--- config.mk ---
export PLATFORM = sky130hd
export DESIGN_NAME = step_controller
export DESIGN_NICKNAME = d
export VERILOG_FILES = /design/src/rtl/step_ctrl_pkg.sv /design/src/rtl/step_controller_debouncer.sv /design/src/rtl/step_controller.sv
export SDC_FILE = /design/constraint.sdc
export NUM_CORES = 1
export LEC_CHECK = 0
export ABC_CLOCK_PERIOD_IN_PS = 3650
export CORE_ASPECT_RATIO = 0.9
export CORE_MARGIN = 2
export CORE_UTILIZATION = 25
export DETAILED_ROUTE_END_ITERATION = 16
export DONT_BUFFER_PORTS = 1
export PLACE_DENSITY_LB_ADDON = 0.05
export SYNTH_ARGS = -nofsm -noshare
export SYNTH_HDL_FRONTEND = slang
export SYNTH_SLANG_ARGS = --single-unit
--- constraint.sdc ---
create_clock -name clk -period 3.65 [get_ports clk]
set_input_delay 0.1825 -clock clk [delete_from_list [all_inputs] [get_ports clk]]
set_output_delay 0.1825 -clock clk [all_outputs]
set_load 0.005 [all_outputs]
--- src/rtl/step_ctrl_pkg.sv ---
// Shared types and default constants for the step controller.
package step_ctrl_pkg;

    typedef enum logic [1:0] {
        IDLE   = 2'b00,
        RUN    = 2'b01,
        HALTED = 2'b10
    } state_e;

    localparam int unsigned DEF_DEBOUNCE_CYCLES = 1_000_000;
    localparam int unsigned DEF_RUN_DIV         = 25_000_000;
    localparam int unsigned DEF_CNT_W           = 16;

    // Bits needed to count 0..n-1, never less than one.
    function automatic int unsigned cnt_width(input int unsigned n);
        return (n > 1) ? $clog2(n) : 1;
    endfunction

endpackage

--- src/rtl/step_controller_debouncer.sv ---
// Two-flop synchronizer followed by a stable-count debouncer.
module debouncer
    import step_ctrl_pkg::*;
#(
    parameter int unsigned DEBOUNCE_CYCLES = DEF_DEBOUNCE_CYCLES,
    parameter logic        RST_VAL         = 1'b0
) (
    input  logic clk,
    input  logic rst_n,
    input  logic din,
    output logic dout
);

    localparam int unsigned     CW   = cnt_width(DEBOUNCE_CYCLES);
    localparam logic [CW-1:0]   LAST = CW'(DEBOUNCE_CYCLES - 1);

    logic          sync1_q;
    logic          sync2_q;
    logic          db_q;
    logic          db_d;
    logic [CW-1:0] cnt_q;
    logic [CW-1:0] cnt_d;

    // Any cycle that agrees with the accepted value restarts the count.
    always_comb begin
        db_d  = db_q;
        cnt_d = '0;
        if (sync2_q != db_q) begin
            if (cnt_q == LAST) begin
                db_d = sync2_q;
            end else begin
                cnt_d = cnt_q + CW'(1);
            end
        end
    end

    always_ff @(posedge clk or negedge rst_n) begin
        if (!rst_n) begin
            sync1_q <= RST_VAL;
            sync2_q <= RST_VAL;
            db_q    <= RST_VAL;
            cnt_q   <= '0;
        end else begin
            sync1_q <= din;
            sync2_q <= sync1_q;
            db_q    <= db_d;
            cnt_q   <= cnt_d;
        end
    end

    assign dout = db_q;

endmodule

--- src/rtl/step_controller.sv ---
// Clock-enable generator for the datapath PC: single-step on key press,
// periodic auto-run, sticky halt, and a running step counter.
module step_controller
    import step_ctrl_pkg::*;
#(
    parameter int unsigned DEBOUNCE_CYCLES = DEF_DEBOUNCE_CYCLES,
    parameter int unsigned RUN_DIV         = DEF_RUN_DIV,
    parameter int unsigned CNT_W           = DEF_CNT_W
) (
    input  logic             clk,
    input  logic             reset,
    input  logic             key_step,
    input  logic             sw_run,
    input  logic             halt,
    output logic             step_en,
    output logic             running,
    output logic             halted,
    output logic [CNT_W-1:0] step_count
);

    localparam int unsigned   TW        = cnt_width(RUN_DIV);
    localparam logic [TW-1:0] TICK_LAST = TW'(RUN_DIV - 1);

    logic             key_db;
    logic             run_on;
    logic             key_prev_q;
    logic             press;
    state_e           state_q;
    state_e           state_d;
    logic [TW-1:0]    tick_q;
    logic [TW-1:0]    tick_d;
    logic             step_en_q;
    logic             step_en_d;
    logic             running_q;
    logic             running_d;
    logic             halted_q;
    logic             halted_d;
    logic [CNT_W-1:0] count_q;
    logic [CNT_W-1:0] count_d;

    debouncer #(
        .DEBOUNCE_CYCLES (DEBOUNCE_CYCLES),
        .RST_VAL         (1'b1)
    ) u_key_db (
        .clk   (clk),
        .rst_n (reset),
        .din   (key_step),
        .dout  (key_db)
    );

    debouncer #(
        .DEBOUNCE_CYCLES (DEBOUNCE_CYCLES),
        .RST_VAL         (1'b0)
    ) u_run_db (
        .clk   (clk),
        .rst_n (reset),
        .din   (sw_run),
        .dout  (run_on)
    );

    // Falling edge of the debounced, active-low key.
    assign press = key_prev_q & ~key_db;

    always_comb begin
        state_d   = state_q;
        tick_d    = tick_q;
        step_en_d = 1'b0;
        case (state_q)
            IDLE: begin
                if (halt) begin
                    state_d = HALTED;
                end else begin
                    if (press) begin
                        step_en_d = 1'b1;
                    end
                    if (run_on) begin
                        state_d = RUN;
                        tick_d  = '0;
                    end
                end
            end
            RUN: begin
                if (halt) begin
                    state_d = HALTED;
                    tick_d  = '0;
                end else if (!run_on) begin
                    state_d = IDLE;
                    tick_d  = '0;
                end else if (tick_q == TICK_LAST) begin
                    step_en_d = 1'b1;
                    tick_d    = '0;
                end else begin
                    tick_d = tick_q + TW'(1);
                end
            end
            HALTED: begin
                state_d = HALTED;
            end
            default: begin
                state_d = IDLE;
                tick_d  = '0;
            end
        endcase
        running_d = (state_d == RUN);
        halted_d  = (state_d == HALTED);
        count_d   = count_q + CNT_W'(step_en_d);
    end

    always_ff @(posedge clk or negedge reset) begin
        if (!reset) begin
            key_prev_q <= 1'b1;
            state_q    <= IDLE;
            tick_q     <= '0;
            step_en_q  <= 1'b0;
            running_q  <= 1'b0;
            halted_q   <= 1'b0;
            count_q    <= '0;
        end else begin
            key_prev_q <= key_db;
            state_q    <= state_d;
            tick_q     <= tick_d;
            step_en_q  <= step_en_d;
            running_q  <= running_d;
            halted_q   <= halted_d;
            count_q    <= count_d;
        end
    end

    assign step_en    = step_en_q;
    assign running    = running_q;
    assign halted     = halted_q;
    assign step_count = count_q;

endmodule

==> impl_metrics.toml, run 1 <==
[die]
pin_count = 24
die_height_um = 130
row_count = 45
die_x_um = 144
die_area_mm2 = 0.0186
initial_core_util_pct = 25.8
core_region_area_mm2 = 0.0170

[timing]
fmax_ghz = 0.315
slew_violations = 0
skew_ns = 0.00667
max-slew-margin-rel_pct = 28.0
period_share_pct = 86.9
setup_tns_ns = 0
tightest_slew_ns = 1.08
rsz0062_at_grt = "false"
finalHoldViolCount = 0
fin_crit_ns = 3.17
setup_viol = 0

[clock_tree]
clk_latency_ns = 0.35
tritoncts = "yes"
clk_pin_slew_ns = 0.07
cts_root_buffer = "clkbuf_16"
h-tree-depth = 3
clk_path_buf_depth = 2
clock-sinks = 92
hold_buffers = 5
cts_setup_buffers = 0
cts_buffers = 9
cts-resized-gates = 0

[worst_setup_path]
end_kind = "register"
required_ns = 3.93
reg2reg_depth = 11
reg2reg_slack_ns = 0.48
critical_path.max_fanout = 6
cp.buffers_inverters = 0
r2r-end = "step_count[12]$_DFF_PN0_"
cp.arrival_ns = 3.45
critPathMaxStageDelay_ns = 0.54
crit_path_top_delay_cell = "or4b_4"
timing.rr.start = "tick_q[7]$_DFFE_PN0P_"
worstSetupPathType = "reg -> reg"
cp_cell_sequence = "or4b_4, nor4_4, nand4_1, a211oi_1, ha_1, ha_1, nand3_1, nor2_1, nand4_1, nor2_1, xor2_1"
cp-start-kind = "register"
cpLargestDelayFamily = "simple AND/OR/NAND/NOR gates"

[synth]
ys_seq_elements = 92
syn_inst = 431
synth_edf_count = 0
syn_area_per_cell_um2 = 10.2
yosysSeqAreaShare_pct = 52.6
synth_nets = 441
synth_top_area_cell = "dfrtp_1"
async_flop_share_pct = 100
synth_top_area_share_pct = 50.2
yosys_warnings = 0
synth.cell_area_mm2 = 0.00439
ys.flop_type = "dfrtp_1"
synth.area.top_cells = "dfrtp_1, xor2_1, xnor2_1"
synth_cell_types = 40

[routing]
via_count = 3086
drtIter0Drc = 126
via_per_inst = 4.56
drc_errors = 0
first_pass_iters = 4
routedWlPerCell_um = 13.8
ant_nets = 0
routed_wl_um = 9340

[cells_and_area]
regArea_mm2 = 0.00231
multi_input_area_mm2 = 0.00199
post-route-util_pct = 29.5
drive_above_1_share_pct = 7.24
nets = 447
diodes = 0
syn2layout_area_growth_pct = 14.5
nFillCells = 1788

[placed_design]
dp_hpwl_um = 5950
gp_congestion = 0.719
io_buffers = 0

[hold_path]
min_path_type = "reg -> reg"
min_to = "u_run_db.sync2_q$_DFF_PN0_"
hold_path_startpoint = "u_run_db.sync1_q$_DFF_PN0_"
holdPathStages = 0

[global_routing]
grt_pass1_vias = 3101
grt_util_all_layers_pct = 11.1
antenna_found_initial = 0
grt_max_degree = 93
grt_pass1_wl_um = 16200
grt-ovfl-total = 0

[run_status]
outcome = "finished, final reports clean"

[power]
power.density_mw_per_mm2 = 425
ir_worst_vdd_mv = 0.255
p_leak_uw = 0.00213

[run]
drv_cap = 0
==> per-stage QoR <==
stage / power, uW / hold slack (ns) / worst slack (ns) / instances / cell area, um2
4_1_cts: 2200 / 0.346 / 0.452 / 677 / 5020
3_5_place_dp: 1080 / -0.108 / 0.467 / 656 / 4630
2_1_floorplan: 1070 / -0.113 / 0.873 / 431 / 4390
3_3_place_gp: 1080 / -0.110 / 0.559 / 656 / 4630
6_report: 2140 / 0.348 / 0.480 / 677 / 5020
5_1_grt: 2240 / 0.351 / 0.164 / 677 / 5020
==> worst max-delay path by stage <==
stage / start / endpoint / slack, ns / cells past startpoint
6_report: tick_q[7]$_DFFE_PN0P_ / step_count[12]$_DFF_PN0_ / 0.48 / 11
5_1_grt: tick_q[0]$_DFFE_PN0P_ / step_count[12]$_DFF_PN0_ / 0.16 / 12
4_1_cts: tick_q[7]$_DFFE_PN0P_ / step_count[12]$_DFF_PN0_ / 0.45 / 11
3_5_place_dp: tick_q[7]$_DFFE_PN0P_ / step_count[12]$_DFF_PN0_ / 0.47 / 11
3_3_place_gp: tick_q[7]$_DFFE_PN0P_ / step_count[12]$_DFF_PN0_ / 0.56 / 11
2_1_floorplan: tick_q[7]$_DFFE_PN0P_ / step_count[14]$_DFF_PN0_ / 0.87 / 11
==> layout make-up <==
cell class	instances	area share [%]
clock buffer	9	4.48
inverter	8	0.598
timing repair buffer	6	1.49
sequential	92	45.9
clock inverter	7	2.09
tap	235	5.85
multi-input combinational	320	39.6
==> per-layer routing <==
layer | vias to the layer above | share of wire, % | global-route usage (%)
li1 | 1535 | - | -
met1 | 1503 | 51 | 14.8
met2 | 42 | 44 | 17.0
met3 | 6 | 4.4 | 4.00
met4 | 0 | 0.93 | 3.11
met5 | - | 0 | 0
==> Yosys cell counts (3+ instances only) <==
master and number:
a21oi_1 14, inv_1 8, clkbuf_1 7, buf_6 3
and4_1 4, o211ai_1 3, a22o_1 5, dfrtp_1 88
nor4_4 3, nor2_1 58, nand2_1 35, ha_1 5
o21ai_0 5, nand3_1 37, dfstp_2 4, mux2_2 3
xor2_1 29, nor4_1 8, a31oi_1 14, nand4_1 18
xnor2_1 27, and3_1 16, nor3_1 10, or2b_1 3
==> cell families (layout without fill, tap and decap cells) <==
logic type                 Yosys count  count (layout)  synth area share [%]
muxes                                5               5                  1.23
xor gates and xnor gates            56              56                  11.2
DFF                                 92              92                  52.6
buffers and inverters               19              30                  2.17
and+or+nand+nor                    205             205                  24.3
AOI/OAI and AO/OA                   49              49                  7.18
adders and majority gates            5               5                  1.43
==> cell usage in the layout, fill, tap and decap left out, types with 3 or more instances in the layout <==
cell type,n
inv_1,8
dfstp_2,4
inv_6,3
xnor2_1,27
ha_1,5
and3_1,16
nor2_1,58
and4_1,4
or2b_1,3
xor2_1,29
a22o_1,5
nand3_1,37
nand2_1,35
nor4_4,3
nor4_1,8
nor3_1,10
o211ai_1,3
dfrtp_1,88
nand4_1,18
mux2_2,3
a31oi_1,14
o21ai_0,5
dlygate4sd3_1,4
a21oi_1,14
clkbuf_16,9
==> report_power, final <==
part           switching [uW]  internal, uW  total (uW)
registers                8.92          1030        1040
clock network             441           613        1050
logic                    34.4          12.0        46.4
==> flip-flops by register name, indices dropped and copies added, names as in the netlist <==
| name | cells |
|---|---|
| halted | 1 |
| key_prev_q | 1 |
| running | 1 |
| state_q | 1 |
| step_count | 16 |
| step_en | 1 |
| tick_q | 25 |
| u_key_db.cnt_q | 20 |
| u_key_db.dout | 1 |
| u_key_db.sync1_q | 1 |
| u_key_db.sync2_q | 1 |
| u_run_db.cnt_q | 20 |
| u_run_db.dout | 1 |
| u_run_db.sync1_q | 1 |
| u_run_db.sync2_q | 1 |
Power figures use the tool's default switching activity.
==> run 2, diff against run 1 <==
==> constraint.sdc (replaced) <==
create_clock -name clk -period 3.65 [get_ports clk]
set_input_delay 1.095 -clock clk [delete_from_list [all_inputs] [get_ports clk]]
set_output_delay 1.095 -clock clk [all_outputs]
set_load 0.005 [all_outputs]
==> impl_metrics.toml, run 2 (synthesis results as in run 1) <==
[routing]
via_count = 3072
first_pass_iters = 4
via_per_inst = 4.56
routed_wl_um = 9530
ant_nets = 0
routedWlPerCell_um = 14.2
drc_errors = 0
drtIter0Drc = 126

[global_routing]
grt_pass1_vias = 3049
grt-ovfl-total = 0
grt_max_degree = 93
grt_pass1_wl_um = 16200
grt_util_all_layers_pct = 11.1
antenna_found_initial = 0

[timing]
fin_crit_ns = 3.13
fmax_ghz = 0.319
skew_ns = 0.0113
tightest_slew_ns = 0.932
rsz0062_at_grt = "false"
max-slew-margin-rel_pct = 37.3
period_share_pct = 85.8
setup_tns_ns = 0
setup_viol = 0
slew_violations = 0
finalHoldViolCount = 0

[worst_setup_path]
end_kind = "register"
crit_path_top_delay_cell = "or4b_4"
critical_path.max_fanout = 6
required_ns = 3.94
cp.arrival_ns = 3.42
cp-start-kind = "register"
critPathMaxStageDelay_ns = 0.54
cpLargestDelayFamily = "simple AND/OR/NAND/NOR gates"
cp.buffers_inverters = 0
cp_cell_sequence = "or4b_4, nor4_4, nand4_1, a211oi_1, ha_1, ha_1, nand3_1, nor2_1, nand4_1, nor2_1, xor2_1"
worstSetupPathType = "reg -> reg"

[placed_design]
gp_congestion = 0.714
place_area_mm2 = 0.00463
io_buffers = 0
dp_hpwl_um = 6130
placed_cells = 657

[cells_and_area]
drive_above_1_share_pct = 7.31
layout_commonest_cell = "dfrtp_1"
reg.largest.list = "tick_q x25, u_key_db.cnt_q x20, u_run_db.cnt_q x20"
fin_cells = 673
diodes = 0
final_area_mm2 = 0.00492
nets = 443
syn2layout_area_growth_pct = 12.2
largest_register_ffs = 25
final_cell_mix = "dfrtp_1, nor2_1, nand3_1"
top_register = "tick_q"

[power]
clock_power_share_pct = 47.0
total_switching_power_uw = 478
fin_total_pwr_uw = 1990
switching_share_pct = 24.0
power.density_mw_per_mm2 = 404
ir_worst_vdd_mv = 0.222
power_frac_comb_pct = 0.9
p_int_uw = 1510
p_leak_uw = 0.00209
seq_power_share_pct = 52.1

[die]
die_area_mm2 = 0.0186
initial_core_util_pct = 25.8
die_height_um = 130
pin_count = 24
core_region_area_mm2 = 0.0170
row_count = 45
die_x_um = 144

[clock_tree]
clock-sinks = 92
cts_setup_buffers = 0
clk_path_buf_depth = 2
clk_pin_slew_ns = 0.08
cts_root_buffer = "clkbuf_16"
tritoncts = "yes"
hold_buffers = 0
clk_latency_ns = 0.36
cts-resized-gates = 0
h-tree-depth = 3
cts_buffers = 9

[hold_path]
min_path_type = "reg -> reg"

[run_status]
outcome = "finished, final reports clean"

[run]
drv_cap = 0
[run 2: cell types whose count changed in the layout (fill, tap and decap cells not counted), sizes merged]
cell / change
dlygate4sd3: -4
bufinv: -2
clkinv: +2
[run 2: through the flow]
step | utilization (%) | hold WS, ns | setup WS, ns
5_1_grt | 29.0 | 0.355 | 0.204
3_3_place_gp | 27.2 | 0.336 | 0.548
3_5_place_dp | 27.2 | 0.336 | 0.475
2_1_floorplan | - | 0.331 | 0.873
6_report | 29.0 | 0.354 | 0.517
4_1_cts | 29.0 | 0.352 | 0.466
[run 2: layout make-up]
type	instances	area (um2)
Clock inverter	7	65.1
Timing Repair Buffer	2	15.0
Multi-Input combinational cell	320	1990
Clock buffer	9	225
Tap cell	235	294
Sequential cell	92	2310
Fill cell	1804	12100
Inverter	8	30.0
[run 2: routing by layer]
metal | share of wire (%) | track usage, % | vias to the layer above
met5 | 0 | 0 | -
met4 | 1.5 | 4.15 | 0
met3 | 4.6 | 3.56 | 10
met2 | 43 | 16.6 | 48
met1 | 51 | 15.2 | 1486
li1 | - | - | 1528
[run 2: path summary, 6_finish.rpt]
check                           cells past startpoint                          end  slack [ns]                       start
min in group asynchronous                           0  u_run_db.cnt_q[9]$_DFF_PN0_        0.43                       reset
worst max register to register                     11     step_count[14]$_DFF_PN0_        0.52       tick_q[7]$_DFFE_PN0P_
worst min register to register                      0   u_run_db.sync2_q$_DFF_PN0_        0.35  u_run_db.sync1_q$_DFF_PN0_
worst max-delay path                               11     step_count[14]$_DFF_PN0_        0.52       tick_q[7]$_DFFE_PN0P_
max in group asynchronous                           0   u_key_db.sync2_q$_DFF_PN1_        2.91                       reset
worst min-delay path                                0   u_run_db.sync2_q$_DFF_PN0_        0.35  u_run_db.sync1_q$_DFF_PN0_
[run 2: power groups by stage]
| stage | clock (uW) | sequential (uW) | combinational [uW] |
|---|---|---|---|
| after global placement | 0 | 1060 | 19.8 |
| final | 936 | 1040 | 18.9 |
| after CTS | 991 | 1040 | 19.9 |
| after global routing | 1030 | 1040 | 22.6 |
| after floorplan | 0 | 1050 | 16.1 |
| after detailed placement | 0 | 1060 | 19.7 |
==> run 3, diff against run 2 <==
ABC_CLOCK_PERIOD_IN_PS = 3150   (was 3650)
clock period = 3.15 ns   (was 3.65 ns; I/O delays follow)
==> impl_metrics.toml, run 3 (synthesis results as in run 1) <==
[routing]
first_pass_iters = 4
via_count = 3072
via_per_inst = 4.52
routedWlPerCell_um = 13.8
drtIter0Drc = 183
drc_errors = 0
routed_wl_um = 9400
ant_nets = 0

[power]
switching_share_pct = 23.4
p_int_uw = 1750
power.density_mw_per_mm2 = 458
total_switching_power_uw = 537
p_leak_uw = 0.00213
clock_power_share_pct = 46.6
ir_worst_vdd_mv = 0.246
power_frac_comb_pct = 1.0
seq_power_share_pct = 52.5

[timing]
max-slew-margin-rel_pct = 45.8
setup_viol = 0
skew_ns = 0.0115
tightest_slew_ns = 0.806
fin_crit_ns = 2.86
rsz0062_at_grt = "false"
fmax_ghz = 0.349
holdWs_ns = 0.289
finalHoldViolCount = 0
slew_violations = 0
period_share_pct = 90.9
setup_slack_ns = 0.286

[global_routing]
grt_util_all_layers_pct = 11.3
grt_max_degree = 93
grt_pass1_vias = 3088
grt_pass1_wl_um = 16500
antenna_found_initial = 0
grt-ovfl-total = 0

[cells_and_area]
nets = 450
drive_above_1_share_pct = 10.1
post-route-util_pct = 29.4
syn2layout_area_growth_pct = 13.9
largest_register_ffs = 25
nFillCells = 1823
diodes = 0
final_cell_mix = "dfrtp_1, nor2_1, nand3_1"
top_register = "tick_q"
layout_commonest_cell = "dfrtp_1"
reg.largest.list = "tick_q x25, u_key_db.cnt_q x20, u_run_db.cnt_q x20"

[run]
drv_cap = 0

[die]
die_area_mm2 = 0.0186
die_x_um = 144
row_count = 45
initial_core_util_pct = 25.8
die_height_um = 130
core_region_area_mm2 = 0.0170
pin_count = 24

[worst_setup_path]
cp.buffers_inverters = 1
required_ns = 3.39
cpMostUsedCell = "nand4_1"
worstSetupPathType = "reg -> reg"
cp_cell_sequence = "or3_1, nor4_4, nand4_1, a211oi_2, ha_2, buf_4, nand4_1, nor2_1, and4_4, nand4_1, xnor2_1"
crit_path_top_delay_cell = "dfrtp_1"
cp.arrival_ns = 3.11
cpLargestDelayFamily = "simple AND/OR/NAND/NOR gates"
critical_path.max_fanout = 6
critPathMaxStageDelay_ns = 0.44
end_kind = "register"
cp-start-kind = "register"

[hold_path]
min_path_type = "in -> async"

[clock_tree]
clk_path_buf_depth = 2
hold_buffers = 0
clock-sinks = 92
cts_root_buffer = "clkbuf_16"
clk_latency_ns = 0.35
h-tree-depth = 3
tritoncts = "yes"
clk_pin_slew_ns = 0.08
cts_buffers = 9

[placed_design]
gp_congestion = 0.703
pre_cts_slack_ns = -0.0259
io_buffers = 0
dp_hpwl_um = 6130

[run_status]
outcome = "finished, final reports clean"
run 3: metal layers:
layer	vias up	global-route usage (%)	wire length, um
li1	1551	-	-
met1	1476	15.5	4860
met2	40	16.6	4020
met3	5	4.51	432
met4	0	3.46	93
met5	-	0	0
run 3: worst paths after layout:
| path | from | to | slack, ns | depth (start not counted) |
|---|---|---|---|---|
| min in group clk | u_run_db.sync1_q$_DFF_PN0_ | u_run_db.sync2_q$_DFF_PN0_ | 0.34 | 0 |
| worst max-delay path | tick_q[9]$_DFFE_PN0P_ | step_count[15]$_DFF_PN0_ | 0.29 | 11 |
| worst min register to register | u_run_db.sync1_q$_DFF_PN0_ | u_run_db.sync2_q$_DFF_PN0_ | 0.34 | 0 |
| worst min-delay path | reset | u_run_db.cnt_q[12]$_DFF_PN0_ | 0.29 | 0 |
| max in group asynchronous | reset | u_key_db.sync2_q$_DFF_PN1_ | 2.65 | 0 |
| worst max register to register | tick_q[9]$_DFFE_PN0P_ | step_count[15]$_DFF_PN0_ | 0.29 | 11 |
run 3: worst register-to-register path: stages, from the launching register on:
cell and delay (ns):
dfrtp_1 0.44, or3_1 0.44, nor4_4 0.32, nand4_1 0.17
a211oi_2 0.27, ha_2 0.23, buf_4 0.10, nand4_1 0.11
nor2_1 0.18, and4_4 0.26, nand4_1 0.11, xnor2_1 0.14
run 3: stage by stage:
stage	instances	total power (uW)	TNS [ns]	instance area [um2]
after floorplan	431	1240	0	4390
after global placement	662	1250	0	4670
after detailed placement	662	1250	-0.0401	4670
after CTS	678	2350	0	4970
after global routing	680	2400	0	5000
final	680	2290	0	5000
run 3: power groups by stage:
stage                     clock (uW)  sequential, uW  combinational (uW)
after global routing            1170            1200                26.4
after detailed placement           0            1220                22.9
after floorplan                    0            1220                18.7
final                           1070            1200                21.9
after CTS                       1130            1200                23.1
after global placement             0            1220                22.8
run 3: layout make-up:
type                    instances  area, um2  share of cell area [%]
well taps                     235        294                    5.88
clock inverters                 7       65.1                    1.30
multi-input cells             320       2010                    40.2
inverters                       8       30.0                   0.601
clock buffers                   9        225                    4.50
flip-flops and latches         92       2310                    46.1
repair buffers                  9       67.6                    1.35
run 3: timing repair:
item | in CTS | in global routing
setup endpoints to repair | 2 | 7
setup buffers | 0 | 2
gates resized for setup | 1 | 5
pin swaps | 0 | 3
